## src/rtl/lif_array.sv

```systemverilog
`default_nettype none
// ============================================================================
// Module      : lif_array
// Description : Array of N leaky integrate-and-fire neurons sharing one clock,
//               one step strobe and one base threshold. Each neuron has a
//               subtractive leak (state >> LEAK_SHIFT), saturating
//               integration, a fixed refractory period and, when the macro
//               LIF_ADAPT_THRESH_EN is defined, a spike-driven adaptive
//               threshold offset.
//
// Ports       : clk       - clock, rising edge
//               rst_n     - asynchronous active-low reset
//               step_en   - advance every neuron by one time step
//               current   - N*W input currents, neuron i at [i*W +: W]
//               thr_base  - shared base firing threshold
//               state     - N*W registered membrane potentials
//               spike     - N registered one-step spike pulses
//               thr       - N*W effective thresholds (combinational)
//               spike_any - registered OR of spike
//
// Config      : LIF_ADAPT_THRESH_EN - compile in the adaptive threshold
// Revision    : 1.0 - initial release
// ============================================================================
module lif_array #(
    parameter int N          = 4,
    parameter int W          = 8,
    parameter int LEAK_SHIFT = 1,
    parameter int REFRAC     = 2,
    parameter int THR_INC    = 16
) (
    input  logic           clk,
    input  logic           rst_n,
    input  logic           step_en,
    input  logic [N*W-1:0] current,
    input  logic [W-1:0]   thr_base,
    output logic [N*W-1:0] state,
    output logic [N-1:0]   spike,
    output logic [N*W-1:0] thr,
    output logic           spike_any
);

    localparam logic [3:0]   c_refrac = 4'(REFRAC);
    localparam logic [3:0]   c_refr_one = 4'd1;
    localparam logic [W-1:0] c_max = {W{1'b1}};

    // Elaboration-time guard on the parameter ranges the datapath relies on.
    if (LEAK_SHIFT < 1 || LEAK_SHIFT >= W || REFRAC < 0 || REFRAC > 15 ||
        THR_INC < 0) begin : g_param_check
        $error("lif_array: parameter out of range");
    end

    // Per-neuron fire decision for the current step (ignores step_en).
    logic [N-1:0] w_fire;
    logic         r_spike_any;

    for (genvar gi = 0; gi < N; gi++) begin : g_neuron
        logic [W-1:0] r_state;
        logic [3:0]   r_refr;
        logic         r_spike;
        logic [W-1:0] w_off;
        logic [W:0]   w_thr_sum;
        logic [W-1:0] w_thr;
        logic [W-1:0] w_leaked;
        logic [W:0]   w_sum_ext;
        logic [W-1:0] w_sum;

        // Effective threshold saturates rather than wrapping when the
        // offset pushes it past full scale.
        assign w_thr_sum = {1'b0, thr_base} + {1'b0, w_off};
        assign w_thr     = w_thr_sum[W] ? c_max : w_thr_sum[W-1:0];

        // The leaked value never underflows since (x >> k) <= x.
        assign w_leaked  = r_state - (r_state >> LEAK_SHIFT);
        assign w_sum_ext = {1'b0, w_leaked} + {1'b0, current[gi*W +: W]};
        assign w_sum     = w_sum_ext[W] ? c_max : w_sum_ext[W-1:0];

        assign w_fire[gi] = (r_refr == 4'd0) && (w_sum >= w_thr);

        always_ff @(posedge clk or negedge rst_n) begin
            if (!rst_n) begin
                r_state <= '0;
                r_refr  <= '0;
                r_spike <= 1'b0;
            end else if (step_en) begin
                if (r_refr != 4'd0) begin
                    r_state <= '0;
                    r_refr  <= r_refr - c_refr_one;
                    r_spike <= 1'b0;
                end else if (w_fire[gi]) begin
                    r_state <= '0;
                    r_refr  <= c_refrac;
                    r_spike <= 1'b1;
                end else begin
                    r_state <= w_sum;
                    r_spike <= 1'b0;
                end
            end else begin
                // Spike is a one-step pulse; everything else holds.
                r_spike <= 1'b0;
            end
        end

`ifdef LIF_ADAPT_THRESH_EN
        localparam logic [W:0]   c_thr_inc = (W+1)'(THR_INC);
        localparam logic [W-1:0] c_off_one = {{(W-1){1'b0}}, 1'b1};
        logic [W-1:0] r_off;
        logic [W:0]   w_off_inc;

        assign w_off_inc = {1'b0, r_off} + c_thr_inc;

        // Offset jumps up on a spike and decays by one on every other step,
        // refractory steps included.
        always_ff @(posedge clk or negedge rst_n) begin
            if (!rst_n) begin
                r_off <= '0;
            end else if (step_en) begin
                if (w_fire[gi]) begin
                    r_off <= w_off_inc[W] ? c_max : w_off_inc[W-1:0];
                end else if (r_off != '0) begin
                    r_off <= r_off - c_off_one;
                end
            end
        end

        assign w_off = r_off;
`else
        assign w_off = '0;
`endif

        assign state[gi*W +: W] = r_state;
        assign thr[gi*W +: W]   = w_thr;
        assign spike[gi]        = r_spike;
    end

    // Registered alongside the per-neuron spikes so it is coincident with them.
    always_ff @(posedge clk or negedge rst_n) begin
        if (!rst_n) begin
            r_spike_any <= 1'b0;
        end else if (step_en) begin
            r_spike_any <= |w_fire;
        end else begin
            r_spike_any <= 1'b0;
        end
    end

    assign spike_any = r_spike_any;

endmodule
`default_nettype wire

```

## config.mk

```make
export PLATFORM = sky130hd
export DESIGN_NAME = lif_array
export DESIGN_NICKNAME = d
export VERILOG_FILES = /design/src/rtl/lif_array.sv
export SDC_FILE = /design/constraint.sdc
export NUM_CORES = 1
export LEC_CHECK = 0
export BUFFER_PORTS_ARGS = -buffer_cell sky130_fd_sc_hd__buf_2
export CORE_MARGIN = 2
export CORE_UTILIZATION = 40
export DETAILED_ROUTE_END_ITERATION = 8
export PLACE_DENSITY_LB_ADDON = 0.08
export SYNTH_ARGS = -nofsm -noshare
export SYNTH_HDL_FRONTEND = slang
export SYNTH_SLANG_ARGS = --single-unit
```

## constraint.sdc

```tcl
create_clock -name clk -period 9.8 [get_ports clk]
set_input_delay 0.49 -clock clk [delete_from_list [all_inputs] [get_ports clk]]
set_output_delay 0.49 -clock clk [all_outputs]
set_load 0.05 [all_outputs]
```

; Yosys cells after proc, flatten, opt, wreduce, memory -nomap -nowiden
; Index checks and enable logic that the tools add are counted.
[totals]
output_inout_bits = 69
ff_bits = 53
elab_cells = 83
[op_classes]
add_sub_neg = 12
reduce_logical = 21
n_lt_le_gt_ge = 4
muxes = 33
[op_table]
columns = operator, count
row1 = $mux W8, 12
row2 = $add A8 B8 Y9, 4
row3 = $ge A8 B8 Y1, 4
row4 = $mux W4, 8
row5 = $sub A8 B7 Y8, 4
row6 = $logic_not A4 Y1, 4
row7 = $reduce_bool A4 Y1, 4
row8 = $sub A4 B1 Y4 const B, 4
row9 = $mux W1, 13
row10 = $reduce_and A2 Y1, 4
row11 = $reduce_bool A2 Y1, 4
row12 = $logic_and A1 B1 Y1, 4
row13 = $reduce_or A4 Y1, 1

; Logic depth before layout (Yosys ltp)
; Gate-level depths: netlist of the first run.
[logic_depth]
ltp_word = 8
mapped_depth = 22
ltp_nobuf = 22

; Worst setup path after synthesis of the first run
; No wires, ideal clock.
[synth_timing]
path_kind = flip-flop to flip-flop
startpoint = register g_neuron[1].r_state[0]
endpoint = register r_spike_any (netlist: spike_any)
arrival_ns = 4.491
slack_ns = 5.171
stages_incl_launch_ff = 22
t_required_ns = 9.661
setup_time_ns = 0.139
path_cell_list = dfrtp_1 -> inv_1 -> ha_1 -> fa_1 -> nor2b_1 -> o21a_1 -> o21ai_0 -> nand2b_1 -> a21oi_1 -> xnor2_1 -> ha_1 -> nor2b_1 -> a311o_1 -> a21oi_4 -> and2_1 -> inv_1 -> ha_1 -> a21oi_1 -> o21ai_0 -> a21oi_2 -> nor2_1 -> or4_1
[synth_via]
elab_chain_len = 7
[synth_rtl]
columns = element, line_no
row1 = "start, declared", 57  ; logic [W-1:0] r_state;
row2 = "start signal, assigned", 94  ; r_state <= w_sum;
row3 = $sub A8 B7 Y8, 73  ; assign w_leaked = r_state - (r_state >> LEAK_SHIFT);
row4 = $add A8 B8 Y9, 74  ; assign w_sum_ext = {1'b0, w_leaked} + {1'b0, current[gi*W +: W]};
row5 = $mux W8, 75  ; assign w_sum = w_sum_ext[W] ? c_max : w_sum_ext[W-1:0];
row6 = $ge A8 B8 Y1, 77  ; assign w_fire[gi] = (r_refr == 4'd0) && (w_sum >= w_thr);
row7 = $logic_and A1 B1 Y1, 77
row8 = $reduce_or A4 Y1, 140  ; r_spike_any <= |w_fire;
row9 = $mux W1, 139  ; end else if (step_en) begin
row10 = "end signal, assigned", 140
row11 = "end, declared", 54  ; logic r_spike_any;
; Every way passes these cells.
; A chain may end at the register's enable or synchronous reset.

; Worst setup path in the final report of the first run
[layout_timing]
startpoint = register g_neuron[1].r_state[1]
endpoint = register r_spike_any (netlist: spike_any)
; The elaborated chain is that of the path after synthesis.

==> flow_summary.ini, run 1 <==
[cts]
post_cts_buffers = 0
cts_resized = 0
clk_latency_ps = 290
cts-htree-levels = 2
cts_sinks = 53
clockBufferDepth = 2
cts_tree = yes
path_clk_slew_ps = 70
root_buffer = clkbuf_16
numCtsBuffers = 5
postCtsHoldBufs = 0

[route]
initialDrtViolationCount = 204
final_antenna_net_count = 0
wl_per_cell_microns = 14.5
vias = 4740
route.detailed.drc = 0
drt_wl_total_microns = 13400
via_per_inst = 5.12
dr.pass1.iters = 4

[timing]
period_needed_ps = 4680
rsz0062_at_grt = no
final_max_slew_viol_count = 0
setup_viol = 0
hold_viol_final = 0
slew_headroom = 0.363
finalCritPeriodShare = 0.478
fin_setup_tns_ps = 0
tightest_slew_ps = 954
max_freq_mhz = 214
fin_skew_ps = 8.58

[job]
drv_cap = 0

[place]
place.gp.congestion = 0.791
port_buffers = 111
dp_hpwl_microns = 10700

[synthesis]
ys_warn_count = 0
avgSynthCellArea_sq_um = 8.48
yosysTopAreaCellShare = 0.234
synth_edf_count = 0
synthFlopType = dfrtp_1
synth_cell_types = 49
synth_area_sq_um = 5660
syn-num-nets = 815
synth_area_leaders = dfrtp_1 (23%), ha_1 (21%), xnor2_1 (5.1%)
synthTopCellsByCount = ha_1 (96), inv_1 (72), nor2_1 (62)
yosysMostFrequentCell = ha_1
synth_area_leader_cell = dfrtp_1
synthCells = 668
ys_ff_latch = 53
async_flop_share = 1.00
seq_area_frac_synth = 0.234

[grt]
track_usage = 0.182
antenna_found_initial = 0
grt_max_degree = 54
grt_pass1_vias = 4648
overflow = 0
grt_pass1_wl_microns = 21900

[worst_hold_path]
hold_path.class = in2async

[worst_setup_path]
critPathMaxFanout = 8
cp_top_family = compound AO/OA/AOI/OAI gates
critical_path_arrival_ps = 4850
slowest_delay_ps = 520
critPathRequiredTime_ps = 9970
cp_common_cell = ha_1
path_class = reg2reg
worst-path-buf-inv = 0
crit_path_end_kind = flip-flop
crit_slowest_cell = or4_1
cp-start-kind = flip-flop
path_cells = ha_1, fa_1, nor2b_1, o21a_1, o21ai_0, nand2b_1, a21oi_1, xnor2_1, ha_1, nor2b_1, a311o_1, a21o_1, nor2_1, ha_1, nand2b_1, a21oi_1, o21ai_0, a21oi_2, nor2_1, or4_1

[floorplanning]
start_util = 0.408
ios = 112
num_rows = 43
placeableCoreArea_sq_um = 13900
dieHeight_microns = 123
fp.dieW_microns = 123
die_area_sq_um = 15100

[layout]
nets = 892
drive_gt1_frac = 0.182
area_growth_pct = 11.9
diodes = 0
fillers = 1420

[status]
outcome = finished clean
==> final timing paths <==
path,from,to,slack (ps),cells past startpoint
min in group clk,g_neuron[3].r_refr[2]$_DFFE_PN0P_,g_neuron[3].r_refr[2]$_DFFE_PN0P_,510,2
max reg2reg,g_neuron[1].r_state[1]$_DFFE_PN0P_,spike_any$_DFF_PN0_,5120,20
max,g_neuron[1].r_state[1]$_DFFE_PN0P_,spike_any$_DFF_PN0_,5120,20
max in group asynchronous,rst_n,g_neuron[2].r_state[4]$_DFFE_PN0P_,8990,2
min reg2reg,g_neuron[3].r_refr[2]$_DFFE_PN0P_,g_neuron[3].r_refr[2]$_DFFE_PN0P_,510,2
min,rst_n,g_neuron[0].r_state[6]$_DFFE_PN0P_,330,2
==> metal layers <==
metal,vias to the layer above,wire length [microns],GRT usage
met5,-,0,0
met4,0,110,0.0341
met3,7,459,0.0231
met2,80,6550,0.329
met1,2201,6320,0.235
li1,2452,-,-
==> flip-flops by register name, summed over array words and instances, names as in the netlist <==
signal and count:
spike_any 1, g_neuron.r_state 32, g_neuron.r_spike 4, g_neuron.r_refr 16
==> kinds of logic after synthesis <==
group,after synthesis,synth area share
fa+ha+maj,104,0.240
flops,53,0.234
simple gates,180,0.154
compound gates,167,0.193
mux,10,0.0183
xor+xnor,39,0.0603
buf+inv,115,0.100
==> layout make-up <==
| type | count | area (sq um) | area share |
|---|---|---|---|
| clock inverter | 1 | 30.0 | 0.00474 |
| sequential | 53 | 1330 | 0.209 |
| timing repair buffer | 113 | 571 | 0.0901 |
| tap | 180 | 225 | 0.0356 |
| clock buffer | 7 | 143 | 0.0225 |
| multi-input combinational | 500 | 3770 | 0.595 |
| inverter | 72 | 270 | 0.0427 |
==> cell usage in the layout, fill, tap and decap left out, drive strengths merged, types with 7 or more instances in the layout <==
| master | n |
|---|---|
| a211oi | 10 |
| a21o | 12 |
| a21oi | 46 |
| a41o | 7 |
| buf | 113 |
| clkbuf | 7 |
| dfrtp | 53 |
| fa | 8 |
| ha | 96 |
| inv | 72 |
| mux2i | 7 |
| nand2 | 40 |
| nand2b | 22 |
| nor2 | 62 |
| nor2b | 16 |
| nor3 | 10 |
| o21a | 8 |
| o21ai | 38 |
| o21bai | 8 |
| o22ai | 15 |
| xnor2 | 33 |
==> stage by stage <==
step	setup slack [ps]	cells	hold slack (ps)	area [sq um]	utilization
floorplan	5170	668	194	5660	-
global placement	5270	918	481	6160	0.444
detailed placement	5130	918	493	6160	0.444
CTS	5100	926	373	6330	0.456
global route	4840	926	399	6330	0.456
finish	5120	926	332	6330	0.456
Power of run 1 is not shown: default switching activity piles up to over one toggle a cycle in this logic, so the estimate is an artifact.
==> run 2, diff against run 1 <==
--- a/config.mk
+++ b/config.mk
@@ -5,6 +5,7 @@
 export SDC_FILE = /design/constraint.sdc
 export NUM_CORES = 1
 export LEC_CHECK = 0
+export ABC_AREA = 1
 export BUFFER_PORTS_ARGS = -buffer_cell sky130_fd_sc_hd__buf_2
 export CORE_MARGIN = 2
 export CORE_UTILIZATION = 40
==> constraint.sdc (replaced) <==
create_clock -name clk -period 4.7 [get_ports clk]
set_input_delay 0.235 -clock clk [delete_from_list [all_inputs] [get_ports clk]]
set_output_delay 0.235 -clock clk [all_outputs]
set_load 0.05 [all_outputs]
==> run 2 against run 1 <==
Against the previous run: sequential share of layout area shrank 0.65 points; die area up 3.5%; non-clock buffer count grew 2; first-iteration DRC count up 20%; synthesized area up 3.6%; via count increased by 11%; flip-flop and latch count stayed put; global-route usage down 0.84 points; worst hold slack lost 270 ps; cell count is 17% higher.
==> flow_summary.ini, run 2 <==
[floorplanning]
placeableCoreArea_sq_um = 14400
fp.dieW_microns = 125
num_rows = 44
die_area_sq_um = 15700
dieHeight_microns = 125
ios = 112
start_util = 0.407

[synthesis]
synth-simple-area-share = 0.218
yosysMostFrequentCell = nand2_1
synthAdderAreaFrac = 0.232
ys_ff_latch = 53
avgSynthCellArea_sq_um = 7.16
seq_area_frac_synth = 0.226
synthFlopType = dfrtp_1
yosysTopAreaCellShare = 0.226
synth_compound_area_frac = 0.115
ys_warn_count = 0
syn-num-nets = 967
synth_xor_area_frac = 0.0597
synth_area_leaders = dfrtp_1 (23%), ha_1 (20%), nand2_1 (11%)
synthTopCellsByCount = nand2_1 (178), inv_1 (153), ha_1 (96)
synth_top_family_by_area = adder cells
synth_cell_types = 29
synth_area_sq_um = 5870
synthCells = 820
synth_edf_count = 0
synthMuxAreaShare = 0
async_flop_share = 1.00
synth_area_leader_cell = dfrtp_1

[route]
dr.pass1.iters = 5
final_antenna_net_count = 0
wl_per_cell_microns = 12.6
route.detailed.drc = 0
via_per_inst = 4.83
vias = 5242
drt_wl_total_microns = 13600
initialDrtViolationCount = 244

[cts]
clockBufferDepth = 2
cts_resized = 0
cts_tree = yes
clk_latency_ps = 300
cts-htree-levels = 2
numCtsBuffers = 5
cts_sinks = 53
path_clk_slew_ps = 70
root_buffer = clkbuf_16
post_cts_buffers = 0
postCtsHoldBufs = 0

[worst_setup_path]
reg2reg_to = g_neuron[1].r_state[5]$_DFFE_PN0P_
reg2reg_depth = 26
cp-start-kind = flip-flop
path_class = reg2reg
crit_start = g_neuron[1].r_state[1]$_DFFE_PN0P_
r2r-start = g_neuron[1].r_state[1]$_DFFE_PN0P_
r2r_slack_ps = 630
critPathRequiredTime_ps = 4910
crit_path_end_kind = flip-flop
crit_end = g_neuron[1].r_state[5]$_DFFE_PN0P_
critPathMaxFanout = 7
critical_path_arrival_ps = 4280

[grt]
overflow = 0
use_met3 = 0.0210
grt_pass1_wl_microns = 22900
busiest_layer = met2
grt_pass1_vias = 4913
grt_max_degree = 54
met2_usage = 0.302
track_usage = 0.174
grt_use_met1 = 0.236
antenna_found_initial = 0

[timing]
tightest_slew_ps = 828
fin_skew_ps = 5.36
fin_ws_ps = 628
fin_setup_tns_ps = 0
hold_viol_final = 0
final_max_slew_viol_count = 0
holdWs_ps = 61.9
rsz0062_at_grt = no
slew_headroom = 0.448
period_needed_ps = 4070
setup_viol = 0
finalCritPeriodShare = 0.866
max_freq_mhz = 246

[layout]
largest_register_ffs = 32
diodes = 0
top_register = g_neuron.r_state
layout_common_cells = nand2_1 (178), inv_1 (153), buf_2 (111)
fillers = 1506
mostFrequentLayoutCell = nand2_1
drive_gt1_frac = 0.159
nets = 1048
area_growth_pct = 11.4
largestRegisters = g_neuron.r_state (32), g_neuron.r_refr (16), g_neuron.r_spike (4)

[place]
pre_cts_ws_ps = 449
port_buffers = 111
dp_hpwl_microns = 11100
place.gp.congestion = 0.849

[job]
drv_cap = 0

[worst_hold_path]
hold_path.class = in2async

[status]
outcome = finished clean
[run 2: worst min-delay path by stage]
| stage | slack [ps] | to | cells past startpoint |
|---|---|---|---|
| 4_1_cts | 110 | g_neuron[1].r_spike$_DFF_PN0_ | 2 |
| 2_1_floorplan | -60 | g_neuron[0].r_refr[0]$_DFFE_PN0P_ | 0 |
| 3_5_place_dp | 430 | g_neuron[1].r_state[1]$_DFFE_PN0P_ | 2 |
| 3_3_place_gp | 430 | g_neuron[1].r_state[5]$_DFFE_PN0P_ | 2 |
| 6_report | 60 | g_neuron[1].r_refr[2]$_DFFE_PN0P_ | 2 |
| 5_1_grt | 150 | g_neuron[1].r_spike$_DFF_PN0_ | 2 |
[run 2: final cells by class]
cell class / instances / area (sq um) / share of cell area
timing repair buffer: 115 / 586 / 0.0896
multi-input combinational: 570 / 3670 / 0.561
clock buffer: 5 / 125 / 0.0191
tap: 184 / 230 / 0.0352
inverter: 156 / 586 / 0.0896
sequential: 53 / 1330 / 0.203
clock inverter: 3 / 17.5 / 0.00268
[run 2: cells by family (layout without fill, tap and decap cells)]
kind of cell    after synthesis  after routing
simple gates                306            306
buf+inv                     197            279
compound gates              120            120
fa+ha+maj                   104            104
flops                        53             53
xor+xnor                     40             40
[run 2: metal layers]
metal / wire [microns] / vias to the layer above
li1: - / 2759
met1: 6650 / 2371
met2: 6440 / 100
met3: 433 / 12
met4: 111 / 0
met5: 0 / -
[run 2: through the flow]
stage                util  instance area [sq um]  instances
finish              0.453                   6540       1086
global route        0.453                   6540       1086
CTS                 0.452                   6510       1083
detailed placement  0.442                   6370       1075
global placement    0.442                   6370       1075
floorplan               -                   5870        820
[run 2: critical path: stages, from the launching register on]
cell and delay (ps):
dfrtp_1 420, ha_1 240, fa_1 400, o21ai_0 300, nand2_1 80, nand2_1 70, a21oi_1 70, xnor2_1 130
ha_1 350, nand2_1 100, inv_1 40, nand2_1 60, nand2_1 60, a21oi_2 190, inv_2 90, nor2_1 130
inv_1 60, ha_1 280, nand2_1 70, nand3_1 70, nand2_1 60, nand2_1 40, nand2_1 90, nand4_1 270
inv_1 180, nand2_1 60, o21ai_0 70
Power of run 2 is left out for the same reason.
